$ cat config.mk
export PLATFORM = sky130hd
export DESIGN_NAME = uart_rx_fifo
export DESIGN_NICKNAME = d
export VERILOG_FILES = /design/src/rtl/uart_rx_fifo.sv
export SDC_FILE = /design/constraint.sdc
export NUM_CORES = 1
export LEC_CHECK = 0
export BUFFER_PORTS_ARGS = -buffer_cell sky130_fd_sc_hd__buf_4
export CORE_MARGIN = 3
export CORE_UTILIZATION = 30
export CTS_BUF_LIST = sky130_fd_sc_hd__clkbuf_8
export CTS_CLUSTER_SIZE = 40
export DETAILED_ROUTE_END_ITERATION = 8
export GPL_TIMING_DRIVEN = 1
export PLACE_DENSITY = 0.52
export SLEW_MARGIN = 15
export SYNTH_ARGS = -nofsm -noshare
export SYNTH_HDL_FRONTEND = slang
export SYNTH_SLANG_ARGS = --single-unit
$ cat constraint.sdc
create_clock -name clk -period 2.7 [get_ports clk]
set_input_delay 0.27 -clock clk [delete_from_list [all_inputs] [get_ports clk]]
set_output_delay 0.27 -clock clk [all_outputs]
set_load 0.02 [all_outputs]
$ cat src/rtl/uart_rx_fifo.sv
// uart_rx_fifo
//   16x-oversampled 8N1 UART receiver feeding a first-word-fall-through FIFO.
//   The FIFO handshake and status outputs match the transmitter-side buffer.
//
// Parameters
//   FIFO_AW             FIFO address width, depth = 2**FIFO_AW words (>= 2)
// Ports
//   clk                 system clock, rising edge
//   reset               asynchronous active-low reset
//   en_16_x_baud        one-cycle tick at 16x the baud rate (may be tied 1)
//   rx                  asynchronous serial input, idle high
//   buffer_read         pop the head word (ignored when empty)
//   buffer_reset        synchronous FIFO clear, receiver FSM unaffected
//   data_out            FIFO head word, 0x00 when empty
//   buffer_data_present FIFO not empty
//   buffer_half_full    count >= depth/2
//   buffer_full         count == depth
//   frame_error         one-cycle pulse, stop bit sampled low
//   overrun             one-cycle pulse, good byte dropped on a full FIFO
//   parity_error        one-cycle pulse, even-parity mismatch
// Build option
//   UART_RX_PARITY_EN   adds an even-parity bit between data and stop;
//                       when undefined the frame is 8N1 and parity_error is 0
module uart_rx_fifo #(
    parameter int unsigned FIFO_AW = 4
) (
    input  logic       clk,
    input  logic       reset,
    input  logic       en_16_x_baud,
    input  logic       rx,
    input  logic       buffer_read,
    input  logic       buffer_reset,
    output logic [7:0] data_out,
    output logic       buffer_data_present,
    output logic       buffer_half_full,
    output logic       buffer_full,
    output logic       frame_error,
    output logic       overrun,
    output logic       parity_error
);

`ifdef UART_RX_PARITY_EN
    typedef enum logic [2:0] {S_IDLE, S_START, S_DATA, S_PARITY, S_STOP} state_t;
`else
    typedef enum logic [2:0] {S_IDLE, S_START, S_DATA, S_STOP} state_t;
`endif

    localparam logic [FIFO_AW:0]   DEPTH_C = {1'b1, {FIFO_AW{1'b0}}};
    localparam logic [FIFO_AW:0]   HALF_C  = {2'b01, {(FIFO_AW-1){1'b0}}};
    localparam logic [FIFO_AW-1:0] PTR_ONE = {{(FIFO_AW-1){1'b0}}, 1'b1};
    localparam logic [FIFO_AW:0]   CNT_ONE = {{FIFO_AW{1'b0}}, 1'b1};

    state_t state, state_nxt;

    logic       rx_meta, rx_s, rx_s_d;
    logic       fall;
    logic [3:0] cnt;
    logic [2:0] bit_idx;
    logic [7:0] shreg;
    logic       start_ok, data_smp, stop_smp;
    logic       par_bad, byte_good, overrun_set;

    logic [7:0]         mem [2**FIFO_AW];
    logic [FIFO_AW-1:0] wr_ptr, rd_ptr;
    logic [FIFO_AW:0]   count, count_nxt;
    logic               do_read, do_write;

    // Two-flop synchroniser plus one more stage for falling-edge detection
    always_ff @(posedge clk or negedge reset) begin
        if (!reset) begin
            rx_meta <= 1'b1;
            rx_s    <= 1'b1;
            rx_s_d  <= 1'b1;
        end else begin
            rx_meta <= rx;
            rx_s    <= rx_meta;
            rx_s_d  <= rx_s;
        end
    end

    // A line held low never produces a new edge, so a break cannot retrigger
    assign fall = rx_s_d & ~rx_s;

    always_ff @(posedge clk or negedge reset) begin
        if (!reset) state <= S_IDLE;
        else        state <= state_nxt;
    end

    always_comb begin
        state_nxt = state;
        case (state)
            S_IDLE:  if (fall) state_nxt = S_START;
            S_START: if (en_16_x_baud && cnt == 4'd7)
                         state_nxt = rx_s ? S_IDLE : S_DATA;
`ifdef UART_RX_PARITY_EN
            S_DATA:   if (en_16_x_baud && cnt == 4'd15 && bit_idx == 3'd7)
                          state_nxt = S_PARITY;
            S_PARITY: if (en_16_x_baud && cnt == 4'd15) state_nxt = S_STOP;
`else
            S_DATA:   if (en_16_x_baud && cnt == 4'd15 && bit_idx == 3'd7)
                          state_nxt = S_STOP;
`endif
            S_STOP:  if (en_16_x_baud && cnt == 4'd15) state_nxt = S_IDLE;
            default: state_nxt = S_IDLE;
        endcase
    end

`ifdef UART_RX_PARITY_EN
    logic par_smp, par_bit;
`endif

    always_comb begin
        start_ok = 1'b0;
        data_smp = 1'b0;
        stop_smp = 1'b0;
`ifdef UART_RX_PARITY_EN
        par_smp  = 1'b0;
`endif
        case (state)
            S_START:  start_ok = en_16_x_baud && cnt == 4'd7 && !rx_s;
            S_DATA:   data_smp = en_16_x_baud && cnt == 4'd15;
`ifdef UART_RX_PARITY_EN
            S_PARITY: par_smp  = en_16_x_baud && cnt == 4'd15;
`endif
            S_STOP:   stop_smp = en_16_x_baud && cnt == 4'd15;
            default:  ;
        endcase
    end

    // Counter free-runs modulo 16 on ticks; it is only re-zeroed at the
    // detected start edge and at the mid-start-bit sample, which aligns all
    // later samples to mid-bit.
    always_ff @(posedge clk or negedge reset) begin
        if (!reset) begin
            cnt     <= '0;
            bit_idx <= '0;
            shreg   <= '0;
        end else begin
            if ((state == S_IDLE && fall) || start_ok) cnt <= '0;
            else if (en_16_x_baud)                     cnt <= cnt + 4'd1;
            if (start_ok)      bit_idx <= '0;
            else if (data_smp) bit_idx <= bit_idx + 3'd1;
            if (data_smp) shreg <= {rx_s, shreg[7:1]};
        end
    end

`ifdef UART_RX_PARITY_EN
    always_ff @(posedge clk or negedge reset) begin
        if (!reset)       par_bit <= 1'b0;
        else if (par_smp) par_bit <= rx_s;
    end
    assign par_bad = ^{shreg, par_bit};
`else
    assign par_bad = 1'b0;
`endif

    assign byte_good   = stop_smp & rx_s & ~par_bad;
    assign do_read     = buffer_read && (count != '0) && !buffer_reset;
    assign do_write    = byte_good && !buffer_reset && (count != DEPTH_C || do_read);
    assign overrun_set = byte_good && (count == DEPTH_C) && !buffer_read;

    always_ff @(posedge clk or negedge reset) begin
        if (!reset) begin
            frame_error <= 1'b0;
            overrun     <= 1'b0;
        end else begin
            frame_error <= stop_smp & ~rx_s;
            overrun     <= overrun_set;
        end
    end

`ifdef UART_RX_PARITY_EN
    always_ff @(posedge clk or negedge reset) begin
        if (!reset) parity_error <= 1'b0;
        else        parity_error <= stop_smp & rx_s & par_bad;
    end
`else
    assign parity_error = 1'b0;
`endif

    always_comb begin
        count_nxt = count;
        if (buffer_reset)             count_nxt = '0;
        else if (do_write && !do_read) count_nxt = count + CNT_ONE;
        else if (do_read && !do_write) count_nxt = count - CNT_ONE;
    end

    always_ff @(posedge clk) begin
        if (do_write) mem[wr_ptr] <= shreg;
    end

    always_ff @(posedge clk or negedge reset) begin
        if (!reset) begin
            wr_ptr              <= '0;
            rd_ptr              <= '0;
            count               <= '0;
            buffer_data_present <= 1'b0;
            buffer_half_full    <= 1'b0;
            buffer_full         <= 1'b0;
        end else begin
            if (buffer_reset) begin
                wr_ptr <= '0;
                rd_ptr <= '0;
            end else begin
                if (do_write) wr_ptr <= wr_ptr + PTR_ONE;
                if (do_read)  rd_ptr <= rd_ptr + PTR_ONE;
            end
            count               <= count_nxt;
            buffer_data_present <= (count_nxt != '0);
            buffer_half_full    <= (count_nxt >= HALF_C);
            buffer_full         <= (count_nxt == DEPTH_C);
        end
    end

    assign data_out = (count != '0) ? mem[rd_ptr] : '0;

endmodule

==> flow_summary.yaml, run 1 <==
die:
  start_util: 0.3103
  num_rows: 54
  core_mm2: 0.02223
  die_y_um: 157.6
  io_pins: 20
  die_x_um: 157.6
  dieArea_mm2: 0.02485
sta:
  setup_viol: 6
  period_share: 1.015
  setup_tns_ns: -0.1666
  skew_ns: 0.01648
  fin_ws_ns: -0.04079
  worst_pin_slew_ns: 0.6798
  relSlewSlack: 0.5468
  fmax_mhz: 364.9
  period_needed_ns: 2.741
  rsz0062_at_grt: "true"
  hold_viol: 0
  final-max-slew-violation-count: 0
detailed_routing:
  ant_nets: 0
  vias: 3488
  drt_iter0_markers: 236
  wl_per_cell_um: 19.81
  vias_per_cell: 4.878
  firstDrtPassIters: 4
  wirelength_um: 14170
  route.detailed.drc: 0
placement:
  placed_area_mm2: 0.007408
  place_congestion: 0.7699
  hpwl_um: 8970
  pre_cts_ws_ns: 0.1830
  port_buffers: 18
global_route:
  grt_max_degree: 39
  grt_first_pass_wirelength_um: 22240
  antenna_found_initial: 0
  grt_usage: 0.1223
  grt_pass1_vias: 3630
  gr-total-overflow: 0
power:
  p_per_area_mw_per_mm2: 824.8
  p_leak_nw: 2.680
  vdd_drop_max_v: 0.0004049
  total_power_w: 0.006612
synthesis:
  yosysUniqueCellTypes: 50
  yosys_most_used_dff: "edfxtp_1"
  yosys_warnings: 0
  ys_ff_latch: 166
  synth_cells: 386
  synthArstFlopShare: 0.2289
  synth_nets: 403
  synth.cell_area_mm2: 0.006898
  ys_seq_area_frac: 0.6956
  synth_edf_count: 128
  avgSynthCellArea_um2: 17.87
clock_network:
  htreeDepth: 4
  clkSlewWorstSetupHoldPaths_ns: 0.09
  cts_tree: "yes"
  clk_path_buf_depth: 2
  cts.sinks: 166
  cts_buffers: 17
  root_buffer: "clkbuf_8"
  clock_latency_ns: 0.46
critical_path:
  path_max_fanout: 5
  regToRegSetupSlack_ns: 0.17
  cp.required_ns: 2.43
  arrival_ns: 2.47
  startpoint_type: "flip-flop"
  crit_type: "flip-flop to output port"
  worstSetupEndpointType: "output port"
job:
  maxCapViolations: 0
run_status:
  outcome: "finished, violations left"
  violations: "negative setup slack"
layout:
  drive_gt1_frac: 0.3218
  fin_nets: 439
  final_area_mm2: 0.008016
  syn2layout_area_growth_pct: 16.22
  fin_util: 0.3606
  diodes: 0
  n_fill_cell: 2058
hold_path:
  hold_class: "input port to flip-flop"
==> worst max-delay path, stage by stage, from the launching register on <==
cell	delay, ns
dfrtp_2	0.47
buf_12	0.16
buf_16	0.13
mux4_2	0.50
mux4_2	0.47
and2_4	0.16
buf_6	0.12
==> cells in the mapped netlist, types with 4 or more instances <==
cell | number | area [µm²]
inv_1 | 7 | 26.28
dfrtp_1 | 35 | 875.8
nand3_1 | 6 | 30.03
edfxtp_1 | 128 | 3844
xor2_1 | 8 | 70.07
nand4_1 | 4 | 25.02
xnor2_1 | 4 | 35.03
mux2_2 | 9 | 101.4
and4_1 | 5 | 43.79
ha_1 | 11 | 137.6
and3_1 | 5 | 31.28
nand2_1 | 16 | 60.06
clkbuf_1 | 16 | 60.06
o21ai_0 | 5 | 25.02
nor2_1 | 21 | 78.83
buf_2 | 5 | 25.02
and2_1 | 18 | 112.6
mux4_2 | 40 | 900.9
==> state kept, by name, summed over array words and instances (netlist names) <==
signal,cells
cnt,4
wr_ptr,4
count,5
bit_idx,3
mem,128
overrun,1
rx_meta,1
rx_s,1
frame_error,1
buffer_full,1
rx_s_d,1
rd_ptr,4
shreg,8
buffer_data_present,1
state,2
buffer_half_full,1
==> cells by family after synthesis <==
kind of cell             share of synthesized area
AO/OA/AOI/OAI                              0.02522
XOR/XNOR                                   0.01524
adder cells (fa/ha/maj)                    0.01995
buffers and inverters                      0.01887
flip-flops                                  0.6956
multiplexers                                0.1496
other                                    0.0005436
AND/OR/NAND/NOR                            0.07492
==> layer usage <==
layer	share of wire	track usage
met5	0	0
met4	0.011	0.03058
met3	0.040	0.03882
met2	0.49	0.1952
met1	0.45	0.1634
==> path summary, 6_finish.rpt <==
path,from,to,cells after the start
worst max-delay path,rd_ptr[0]$_DFFE_PN0P_,data_out[2],6
worst min-delay path,en_16_x_baud,cnt[0]$_DFFE_PN0P_,3
worst max register to register,count[0]$_DFF_PN0_,buffer_data_present$_DFF_PN0_,8
worst min register to register,rx_meta$_DFF_PN1_,rx_s$_DFF_PN1_,0
max in group asynchronous,reset,rx_meta$_DFF_PN1_,2
min in group asynchronous,reset,count[2]$_DFF_PN0_,2
==> power breakdown <==
part           internal, W  total (W)  switching [W]
sequential         0.00282    0.00295       0.000122
clock             0.000940    0.00192       0.000976
combinational     0.000903    0.00175       0.000846
total              0.00467    0.00661        0.00194
==> what timing repair did <==
item,CTS,global route
hold endpoints to repair,36,0
gates cloned,3,0
gates resized for setup,21,1
pin swaps,7,1
setup buffers,6,1
setup endpoints to repair,8,17
hold buffers,2,0
==> metrics by stage <==
step | hold WS, ns | cells
4_1_cts | 0.07784 | 716
2_1_floorplan | -0.02559 | 386
3_5_place_dp | 0.2842 | 673
5_1_grt | 0.08982 | 715
6_report | 0.1032 | 715
3_3_place_gp | 0.2727 | 673
==> area by class of cell <==
type                            count  area, µm²  share of cell area
Multi-Input combinational cell    190       1991              0.2483
Inverter                            7      26.28            0.003278
Clock inverter                     15      195.2             0.02435
Clock buffer                       17      234.0             0.02919
Tap cell                          280      350.3             0.04370
Timing Repair Buffer               40      420.4             0.05244
Sequential cell                   166       4800              0.5987
==> layout by cell type, fill, tap and decap left out, drive strengths merged, types with 3 or more instances in the layout <==
master  count
and4        5
nand4       4
xor2        8
and2       19
nand2      16
ha         11
and3        5
a221oi      3
nor3        3
mux4       40
xnor2       4
buf        38
dfstp       3
dfrtp      35
clkbuf     17
inv        11
nor2       22
nand3       6
a21oi       3
mux2i       3
mux2        9
nor4        4
clkinv      8
o21ai       5
bufinv      3
edfxtp    128
Power figures use the tool's default switching activity.
==> inputs of run 2 (changes only) <==
Settings changed: BUFFER_PORTS_ARGS -buffer_cell sky130_fd_sc_hd__buf_4 to unset, CTS_CLUSTER_DIAMETER set to 100, DONT_BUFFER_PORTS set to 1, REMOVE_ABC_BUFFERS set to 1.
==> run 2 against run 1 <==
  * The flow now finishes without violations
  * Sequential share of layout area is 0.95 points higher
  * Sequential power hardly changed
  * Non-clock buffer count is 16 lower
  * Core utilization is 0.56 points lower
  * Combinational power is 19% lower
  * Routed wire length is 1.3% higher
  * Cell count is 2.2% lower
  * Cell area is 1.6% lower
==> flow_summary.yaml, run 2 (same netlist as run 1, synthesis figures left out) <==
detailed_routing:
  firstDrtPassIters: 4
  wl_per_cell_um: 20.53
  wirelength_um: 14350
  vias: 3475
  route.detailed.drc: 0
  ant_nets: 0
  wl_met2_um: 6750
  drt_iter0_markers: 236
  top_layer: "met4"
  met3_length_um: 1054
  vias_per_cell: 4.971
  drt-met1-wl_um: 6383
layout:
  top_regs: "mem (128), shreg (8), count (5)"
  regMostFlops: "mem"
  largest_reg_flops: 128
  mostFrequentLayoutCell: "edfxtp_1"
  drive_gt1_frac: 0.2888
  syn2layout_area_growth_pct: 14.40
  fin_nets: 423
  final_cell_mix: "edfxtp_1, mux4_2, dfrtp_1, nor2_1, clkbuf_8"
  diodes: 0
global_route:
  grt_first_pass_wirelength_um: 21820
  grt_pass1_vias: 3561
  grt_max_degree: 39
  gr-total-overflow: 0
  antenna_found_initial: 0
  grt_usage: 0.1211
job:
  maxCapViolations: 0
die:
  core_mm2: 0.02223
  die_x_um: 157.6
  num_rows: 54
  start_util: 0.3103
  die_y_um: 157.6
  io_pins: 20
  dieArea_mm2: 0.02485
clock_network:
  clk_path_buf_depth: 2
  root_buffer: "clkbuf_8"
  clock_latency_ns: 0.45
  cts.sinks: 166
  cts_buffers: 17
  htreeDepth: 4
  cts_tree: "yes"
  clkSlewWorstSetupHoldPaths_ns: 0.09
critical_path:
  startpoint_type: "flip-flop"
  regToRegSetupSlack_ns: 0.21
  cp.required_ns: 2.43
  path_max_fanout: 4
  critPathSlowestCell: "mux4_2"
  worstSetupEndpointType: "output port"
  r2r_cells: 5
  arrival_ns: 2.42
  r2r_end: "mem[2][5]$_DFFE_PP_"
  rr_startpoint: "rx_s$_DFF_PN1_"
  critPathBufInv: 2
  worst_path_most_repeated_cell: "mux4_2"
  crit_family: "multiplexers"
  crit_path_max_incr_delay_ns: 0.55
  crit_type: "flip-flop to output port"
  crit_chain: "buf_6 > clkbuf_16 > mux4_2 > mux4_2 > and2_4"
sta:
  setup_viol: 0
  relSlewSlack: 0.5448
  period_share: 0.9963
  skew_ns: 0.01626
  setup_tns_ns: 0
  final-max-slew-violation-count: 0
  worst_pin_slew_ns: 0.6828
  period_needed_ns: 2.690
  hold_viol: 0
  fmax_mhz: 371.7
  rsz0062_at_grt: "true"
power:
  p_seq_frac: 0.472
  switching_share: 0.2953
  p_switching_w: 0.001850
  p_int_w: 0.004415
  p_leak_nw: 2.591
  vdd_drop_max_v: 0.0003738
  pwr-share-clk: 0.304
  p_per_area_mw_per_mm2: 793.9
  pwr-share-comb: 0.224
  total_power_w: 0.006265
hold_path:
  min_to: "count[2]$_DFF_PN0_"
  hold_class: "input port to flip-flop"
  min_path_cells: 2
  min_from: "buffer_reset"
placement:
  port_buffers: 0
  place_congestion: 0.7576
  hpwl_um: 8813
run_status:
  outcome: "finished clean"
## run 2: worst reg2reg max path, delay by kind of cell (launching register included)
family	cells	cell delay (ns)
and+or+nand+nor	4	1.39
DFF	1	0.57
buffers and inverters	1	0.21
## run 2: routing by layer
layer	vias up	global-route usage
li1	1558	-
met2	89	0.1877
met3	13	0.04675
met5	-	0
met4	0	0.02893
met1	1815	0.1619
## run 2: power groups by stage
| stage | Combinational [W] | Clock (W) | Sequential (W) |
|---|---|---|---|
| 2_1_floorplan | 0.000795 | 0 | 0.00306 |
| 3_3_place_gp | 0.00114 | 0 | 0.00300 |
| 3_5_place_dp | 0.00117 | 0 | 0.00300 |
| 4_1_cts | 0.00143 | 0.00197 | 0.00295 |
| 5_1_grt | 0.00154 | 0.00207 | 0.00297 |
| 6_report | 0.00141 | 0.00190 | 0.00295 |
## run 2: area by class of cell
cell class                      instances  area (µm²)
Timing Repair Buffer                   24       296.5
Inverter                                7       26.28
Multi-Input combinational cell        190        1992
Sequential cell                       166        4800
Clock inverter                         15       192.7
Tap cell                              280       350.3
Fill cell                            2053       14340
Clock buffer                           17       234.0
## run 2: worst max path at each step
stage,from,end,slack (ns),cells past startpoint
finish,rd_ptr[0]$_DFFE_PN0P_,data_out[7],0.01,5
global route,rd_ptr[0]$_DFFE_PN0P_,data_out[2],-0.09,5
floorplan,rd_ptr[0]$_DFFE_PN0P_,data_out[0],-0.33,3
global placement,rx_s$_DFF_PN1_,mem[3][2]$_DFFE_PP_,0.18,5
CTS,rd_ptr[0]$_DFFE_PN0P_,data_out[6],-0.03,5
detailed placement,rx_s$_DFF_PN1_,mem[2][2]$_DFFE_PP_,0.14,5
## run 2: through the flow
step,area [µm²],setup WS (ns),std cells,utilization,hold WS (ns)
floorplan,6794,-0.3302,363,-,-0.02559
global placement,7253,0.1774,654,0.3263,-0.02445
detailed placement,7253,0.1350,654,0.3263,-0.02464
CTS,7884,-0.02728,699,0.3547,0.01148
global route,7891,-0.08824,699,0.3550,0.02108
finish,7891,0.009885,699,0.3550,0.05228
## run 2: what timing repair did
action,in CTS,in global routing
gates cloned,3,1
pin swaps,2,0
endpoints found under the hold margin,55,0
hold buffers,5,0
gates resized for setup,20,4
setup buffers,5,0
setup endpoints to repair,8,24
